**src/rtl/eth_sw_nxn.sv**
```systemverilog
// eth_sw_nxn: N-port packet switch, per-output RR arbiter with packet lock,
// one egress FIFO per output. ETH_SW_PKT_STATS_EN adds pkt_cnt/drop_cnt.
module eth_sw_nxn #(
  parameter int PORT_COUNT = 4,
  parameter int DATA_WIDTH = 32,
  parameter int FIFO_DEPTH = 16,
  parameter int DEST_LSB   = 0
) (
  input  logic                             clk,
  input  logic                             rst,
  input  logic [PORT_COUNT*DATA_WIDTH-1:0] in_data,
  input  logic [PORT_COUNT-1:0]            in_valid,
  input  logic [PORT_COUNT-1:0]            in_sop,
  input  logic [PORT_COUNT-1:0]            in_eop,
  output logic [PORT_COUNT-1:0]            in_ready,
  input  logic [PORT_COUNT-1:0]            rd_en,
  output logic [PORT_COUNT*DATA_WIDTH-1:0] out_data,
  output logic [PORT_COUNT-1:0]            out_valid,
  output logic [PORT_COUNT-1:0]            out_sop,
  output logic [PORT_COUNT-1:0]            out_eop,
  output logic [PORT_COUNT-1:0]            stall_full,
  output logic [PORT_COUNT-1:0]            stall_empty
`ifdef ETH_SW_PKT_STATS_EN
  ,
  output logic [PORT_COUNT*16-1:0]         pkt_cnt,
  output logic [PORT_COUNT*16-1:0]         drop_cnt
`endif
);
  localparam int P  = PORT_COUNT;
  localparam int DW = DATA_WIDTH;
  localparam int PB = $clog2(PORT_COUNT);
  localparam int AW = $clog2(FIFO_DEPTH);
  localparam int CW = AW + 1;
  localparam int EW = DW + 2;

  typedef enum logic [1:0] {IDLE, OPEN, DROP} in_st_e;

  in_st_e        st_q    [P];
  in_st_e        st_d    [P];
  logic [PB-1:0] dest_q  [P];
  logic [PB-1:0] dest_d  [P];
  logic [PB-1:0] owner_q [P];
  logic [PB-1:0] owner_d [P];
  logic [PB-1:0] rr_q    [P];
  logic [PB-1:0] rr_d    [P];
  logic [AW-1:0] wp_q    [P];
  logic [AW-1:0] wp_d    [P];
  logic [AW-1:0] rp_q    [P];
  logic [AW-1:0] rp_d    [P];
  logic [CW-1:0] cnt_q   [P];
  logic [CW-1:0] cnt_d   [P];
  logic [P-1:0]  lock_q, lock_d;
  logic [EW-1:0] fifo_mem [P][FIFO_DEPTH];

  logic [P*DW-1:0] out_data_q, out_data_d;
  logic [P-1:0]    out_valid_q, out_valid_d;
  logic [P-1:0]    out_sop_q, out_sop_d;
  logic [P-1:0]    out_eop_q, out_eop_d;

  logic [P-1:0]  full, empty, dest_ok;
  logic [PB-1:0] sop_dest [P];
  logic [P-1:0]  gnt_vld;
  logic [PB-1:0] gnt_idx [P];
  logic [PB-1:0] cand;
  logic          req;
  logic [P-1:0]  rdy, wr_en;
  logic [PB-1:0] wr_dst [P];
  logic [P-1:0]  push, pop, wsop, weop;
  logic [PB-1:0] wsrc [P];
  logic [DW-1:0] wdata [P];

  // FIFO flags and sop destination decode
  always_comb begin
    for (int i = 0; i < P; i++) begin
      full[i]     = (cnt_q[i] == CW'(FIFO_DEPTH));
      empty[i]    = (cnt_q[i] == '0);
      sop_dest[i] = in_data[i*DW+DEST_LSB +: PB];
      dest_ok[i]  = (int'(sop_dest[i]) < P);
    end
  end

  // Per-output grant: lock owner, else first requester after rr pointer
  always_comb begin
    cand = '0;
    req  = 1'b0;
    for (int o = 0; o < P; o++) begin
      gnt_vld[o] = lock_q[o];
      gnt_idx[o] = owner_q[o];
      if (!lock_q[o]) begin
        for (int k = 1; k <= P; k++) begin
          cand = PB'((int'(rr_q[o]) + k) % P);
          req  = in_valid[cand] && in_sop[cand]
              && (st_q[cand] == IDLE) && dest_ok[cand]
              && (sop_dest[cand] == PB'(o));
          if (!gnt_vld[o] && req) begin
            gnt_vld[o] = 1'b1;
            gnt_idx[o] = cand;
          end
        end
      end
    end
  end

  // Ingress state machines, ready and write requests
  always_comb begin
    for (int i = 0; i < P; i++) begin
      st_d[i]   = st_q[i];
      dest_d[i] = dest_q[i];
      rdy[i]    = 1'b0;
      wr_en[i]  = 1'b0;
      wr_dst[i] = dest_q[i];
      case (st_q[i])
        IDLE: begin
          if (!in_sop[i] || !dest_ok[i]) begin
            rdy[i] = 1'b1;
          end else begin
            wr_dst[i] = sop_dest[i];
            wr_en[i]  = 1'b1;
            rdy[i]    = gnt_vld[sop_dest[i]]
                     && (gnt_idx[sop_dest[i]] == PB'(i))
                     && !full[sop_dest[i]];
          end
          if (in_valid[i] && rdy[i] && in_sop[i] && !in_eop[i]) begin
            st_d[i]   = dest_ok[i] ? OPEN : DROP;
            dest_d[i] = sop_dest[i];
          end
        end
        OPEN: begin
          rdy[i]   = !full[dest_q[i]];
          wr_en[i] = 1'b1;
          if (in_valid[i] && rdy[i] && in_eop[i]) st_d[i] = IDLE;
        end
        DROP: begin
          rdy[i] = 1'b1;
          if (in_valid[i] && in_eop[i]) st_d[i] = IDLE;
        end
        default: st_d[i] = IDLE;
      endcase
      wr_en[i] = wr_en[i] && in_valid[i] && rdy[i];
    end
  end

  // Egress write mux, lock/rr update, FIFO pointers and output regs
  always_comb begin
    out_data_d  = out_data_q;
    out_sop_d   = out_sop_q;
    out_eop_d   = out_eop_q;
    out_valid_d = '0;
    lock_d      = lock_q;
    for (int o = 0; o < P; o++) begin
      push[o]    = 1'b0;
      wsop[o]    = 1'b0;
      weop[o]    = 1'b0;
      wdata[o]   = '0;
      wsrc[o]    = '0;
      owner_d[o] = owner_q[o];
      rr_d[o]    = rr_q[o];
      for (int i = 0; i < P; i++) begin
        if (wr_en[i] && (wr_dst[i] == PB'(o))) begin
          push[o]  = 1'b1;
          wsrc[o]  = PB'(i);
          wsop[o]  = (st_q[i] == IDLE);
          weop[o]  = in_eop[i];
          wdata[o] = in_data[i*DW +: DW];
        end
      end
      if (push[o]) begin
        lock_d[o] = !weop[o];
        if (wsop[o]) begin
          owner_d[o] = wsrc[o];
          rr_d[o]    = wsrc[o];
        end
      end
      pop[o]  = rd_en[o] && !empty[o];
      wp_d[o] = push[o] ? wp_q[o] + AW'(1) : wp_q[o];
      rp_d[o] = pop[o] ? rp_q[o] + AW'(1) : rp_q[o];
      cnt_d[o] = cnt_q[o] + CW'(push[o]) - CW'(pop[o]);
      if (pop[o]) begin
        out_valid_d[o]          = 1'b1;
        out_sop_d[o]            = fifo_mem[o][rp_q[o]][EW-1];
        out_eop_d[o]            = fifo_mem[o][rp_q[o]][DW];
        out_data_d[o*DW +: DW]  = fifo_mem[o][rp_q[o]][DW-1:0];
      end
    end
  end

  // Control state registers
  always_ff @(posedge clk or posedge rst) begin
    if (rst) begin
      for (int i = 0; i < P; i++) begin
        st_q[i]    <= IDLE;
        dest_q[i]  <= '0;
        owner_q[i] <= '0;
        rr_q[i]    <= PB'(P - 1);
        wp_q[i]    <= '0;
        rp_q[i]    <= '0;
        cnt_q[i]   <= '0;
      end
      lock_q      <= '0;
      out_data_q  <= '0;
      out_valid_q <= '0;
      out_sop_q   <= '0;
      out_eop_q   <= '0;
    end else begin
      st_q        <= st_d;
      dest_q      <= dest_d;
      owner_q     <= owner_d;
      rr_q        <= rr_d;
      wp_q        <= wp_d;
      rp_q        <= rp_d;
      cnt_q       <= cnt_d;
      lock_q      <= lock_d;
      out_data_q  <= out_data_d;
      out_valid_q <= out_valid_d;
      out_sop_q   <= out_sop_d;
      out_eop_q   <= out_eop_d;
    end
  end

  // FIFO storage; contents are don't-care while count is zero
  always_ff @(posedge clk) begin
    for (int o = 0; o < P; o++)
      if (push[o])
        fifo_mem[o][wp_q[o]] <= {wsop[o], weop[o], wdata[o]};
  end

  assign in_ready    = rdy & ~{P{rst}};
  assign out_data    = out_data_q;
  assign out_valid   = out_valid_q;
  assign out_sop     = out_sop_q;
  assign out_eop     = out_eop_q;
  assign stall_full  = full;
  assign stall_empty = empty;

`ifdef ETH_SW_PKT_STATS_EN
  logic [P*16-1:0] pkt_q, pkt_d, drp_q, drp_d;

  // Packet and drop counters; accepted words not written are drops
  always_comb begin
    pkt_d = pkt_q;
    drp_d = drp_q;
    for (int i = 0; i < P; i++) begin
      pkt_d[i*16 +: 16] = pkt_q[i*16 +: 16]
                        + 16'(push[i] & weop[i]);
      drp_d[i*16 +: 16] = drp_q[i*16 +: 16]
                        + 16'(in_valid[i] & rdy[i] & ~wr_en[i]);
    end
  end

  // Counter registers
  always_ff @(posedge clk or posedge rst) begin
    if (rst) begin
      pkt_q <= '0;
      drp_q <= '0;
    end else begin
      pkt_q <= pkt_d;
      drp_q <= drp_d;
    end
  end

  assign pkt_cnt  = pkt_q;
  assign drop_cnt = drp_q;
`endif
endmodule
```
**config.mk**
```make
export PLATFORM = sky130hd
export DESIGN_NAME = eth_sw_nxn
export DESIGN_NICKNAME = d
export VERILOG_FILES = /design/src/rtl/eth_sw_nxn.sv
export SDC_FILE = /design/constraint.sdc
export NUM_CORES = 2
export LEC_CHECK = 0
export BUFFER_PORTS_ARGS = -buffer_cell sky130_fd_sc_hd__buf_2
export CORE_MARGIN = 5
export CORE_UTILIZATION = 30
export CTS_CLUSTER_DIAMETER = 120
export CTS_CLUSTER_SIZE = 30
export DETAILED_ROUTE_END_ITERATION = 10
export SLEW_MARGIN = 20
export SYNTH_ARGS = -nofsm -noshare
export SYNTH_HDL_FRONTEND = slang
export SYNTH_SLANG_ARGS = --single-unit
```
**constraint.sdc**
```tcl
create_clock -name clk -period 8.4 [get_ports clk]
set_input_delay 0.84 -clock clk [delete_from_list [all_inputs] [get_ports clk]]
set_output_delay 0.84 -clock clk [all_outputs]
set_load 0.05 [all_outputs]
```
==> run metrics <==
crit-path max FO 16; Avg Cell Area, Syn 17.5 µm²; multi-input logic area 27,100 µm²; worst slew pin tran 1.11 ns; asr flop ratio synth 0.0933; minimum clock period 6.89 ns; maximum VDD drop 0.000219 V; Hold Path Class in2async; average wire per standard cell 28.7 µm; hold bufs inserted after CTS 0; vias after detailed routing 55,800; Rel. slew slack 0.253; Cell Rows 211; synthesized area 99,000 µm²; clock buffer count from CTS 93; Total GRT Usage 0.171; Pre-antenna DRT Iters 8; Static Leak 36.3 nW; Final Core Density 0.334; Ys Warns 0; Net Count, Synth 5,860; clock slew at reported path FFs 0.12 ns; share of cells above drive strength 1 0.232; reg2reg setup slack 1.51 ns; Remaining DRCs 0; Final Hold Vio Count 0; Critical Path AT 7.57 ns; Compound-Gate Fraction of Synth Area 0.0632; worst hold slack 0.236 ns; Clk Tree Root Cell clkbuf_16; XOR/XNOR Fraction of Synth Area 0.00363; register area share after synthesis 0.716; Vias/cell 5.34; total gr overflow 0; GP Congestion 0.983; CP startpoint kind flop; clock latency on the worst-skew pair 0.78 ns; Post-Synth Adder-Cell Area 0.00637; Final setup viols 0; reg-to-reg startpoint st_q[4]; status finished clean; unique cell type count in the Yosys netlist 99; Die H 585 µm; DP HPWL 196 mm; CP startpoint st_q[4]; fin crit share 0.820; register area 71,000 µm²; # nets final 6,130; post-cts repair resize count 0; setup TNS 0 ns; EDFF count, synth 2,176; max-cap viol count 0; IO Pins 298; first-pass GRT wire length 423 mm; flops & latches, synth 2,400; Routed WL 300 mm; setup bufs post-CTS 0; clock buffer depth 3; post-synthesis simple-gate area fraction 0.0479; Worst Path Required 9.08 ns; number of antenna violations at the first check in global routing 103; core area 329,000 µm²; fmax 145 MHz; Top FF cell, synth edfxtp_1; crit path kind reg2reg; initial DRC count 6,648; Final ANT Viol Nets 0; largest net degree at the start of global routing 103; area delta synth->final 11.2%; initial core utilization 0.301; vias in the first global route 54,900; fillers 31,300; die area 342,000 µm²; post-synthesis mux area share 0.146; skew final 0.0588 ns; CTS Sinks 2,400; crit end category flop; cells after synthesis 5,666; RSZ-0062 raised after global routing false; Die X-Extent 585 µm; Power Density 320 nW/µm²; Final Max Slew Viols 0; CTS HTree Levels 3; largest family of logic cells by synthesized area multiplexers; CTS tree done; port bufs 297
state kept, by name, indices dropped and copies added (netlist names), 8 cells and up:
name and flops:
fifo_mem 2176, out_data 128, cnt_q 20, rp_q 16, wp_q 16, dest_q 8
owner_q 8, rr_q 8
Yosys cell counts (68+ instances only):
cell      instances  area, µm²
mux2i_1         283       2830
clkbuf_1        245        920
edfxtp_1       2176      65300
dfrtp_1         216       5410
mux4_2          477      10700
o21ai_0         341       1710
a221oi_1         70        613
mux2_2           76        856
and3_1          104        651
nor2_1          244        916
nand2_1         430       1610
buf_1            68        255
a211oi_1         72        541
o221ai_1        142       1240
cell type report:
type | instances | share of cell area
well taps | 4366 | 0.0496
flip-flops and latches | 2400 | 0.645
multi-input cells | 2847 | 0.246
clock inverters | 15 | 0.00206
clock buffers | 159 | 0.0238
diodes | 77 | 0.00175
inverters | 62 | 0.00218
repair buffers | 532 | 0.0300
placed cells by master, fill, tap and decap left out, drive strengths merged, types with 12 or more instances in the layout:
cell type and instances:
nand2 430, o211ai 14, nand3 37, o21ai 381
nor2b 29, a21oi 43, a21o 12, mux2i 283
a211oi 76, dfrtp 216, nor3 23, o221ai 142
inv 66, clkbuf 159, xnor2 32, and3 104
nor2 246, mux2 76, o2111ai 12, o31ai 41
buf 532, nor3b 15, a221oi 72, ha 44
and2 30, mux4 477, or2 14, diode 77
o22ai 17, nand2b 17, edfxtp 2176
power by group:
| group | switching (mW) | internal (mW) | total, mW |
|---|---|---|---|
| registers | 1.23 | 15.0 | 16.2 |
| logic | 8.38 | 4.86 | 13.2 |
| clock network | 3.61 | 2.24 | 5.85 |
stage by stage:
stage	std cells	cell area [µm²]	worst slack, ns	power (mW)
6_report	10500	110000	1.51	35.3
5_1_grt	10400	110000	1.35	36.9
4_1_cts	10400	110000	1.69	35.6
3_5_place_dp	10200	107000	1.19	29.8
3_3_place_gp	10200	107000	1.12	29.6
2_1_floorplan	5666	99000	1.27	24.7
routing by layer:
layer | wire (µm) | track usage | up-vias
met4 | 15600 | 0.0810 | 10
li1 | - | - | 23400
met3 | 18500 | 0.0261 | 628
met2 | 145000 | 0.279 | 2376
met5 | 64 | 0 | -
met1 | 121000 | 0.226 | 29400
cells by family after synthesis:
family          count (synthesis)
simple gates                 1011
flops                        2400
fa+ha+maj                      48
xor+xnor                       41
compound gates                911
buf+inv                       419
mux                           836
worst max-delay path: stages (launching register included):
cell and delay (ns):
dfrtp_1 0.64, or3b_1 0.56, nor2_1 0.26, o32ai_1 0.15, o32ai_1 0.34, o311ai_1 0.18, a221oi_2 0.61, nor4b_1 0.51
o21ai_1 0.47, o22a_1 0.46, nor2_4 0.40, or2_1 0.53, inv_1 0.23, ha_1 0.33, inv_1 0.04, ha_1 0.20
fa_1 0.41, a21oi_1 0.15, nor2_1 0.05, nor2_1 0.12, xnor2_1 0.13
final timing paths:
check / end / cells after the start
max in group asynchronous: rp_q[13] / 4
worst min-delay path: st_q[4] / 2
worst max-delay path: cnt_q[4] / 20
worst min register to register: out_data[88] / 2
worst max register to register: cnt_q[4] / 20
min in group clk: st_q[4] / 4
No activity file was read; power rests on OpenSTA's default activity.
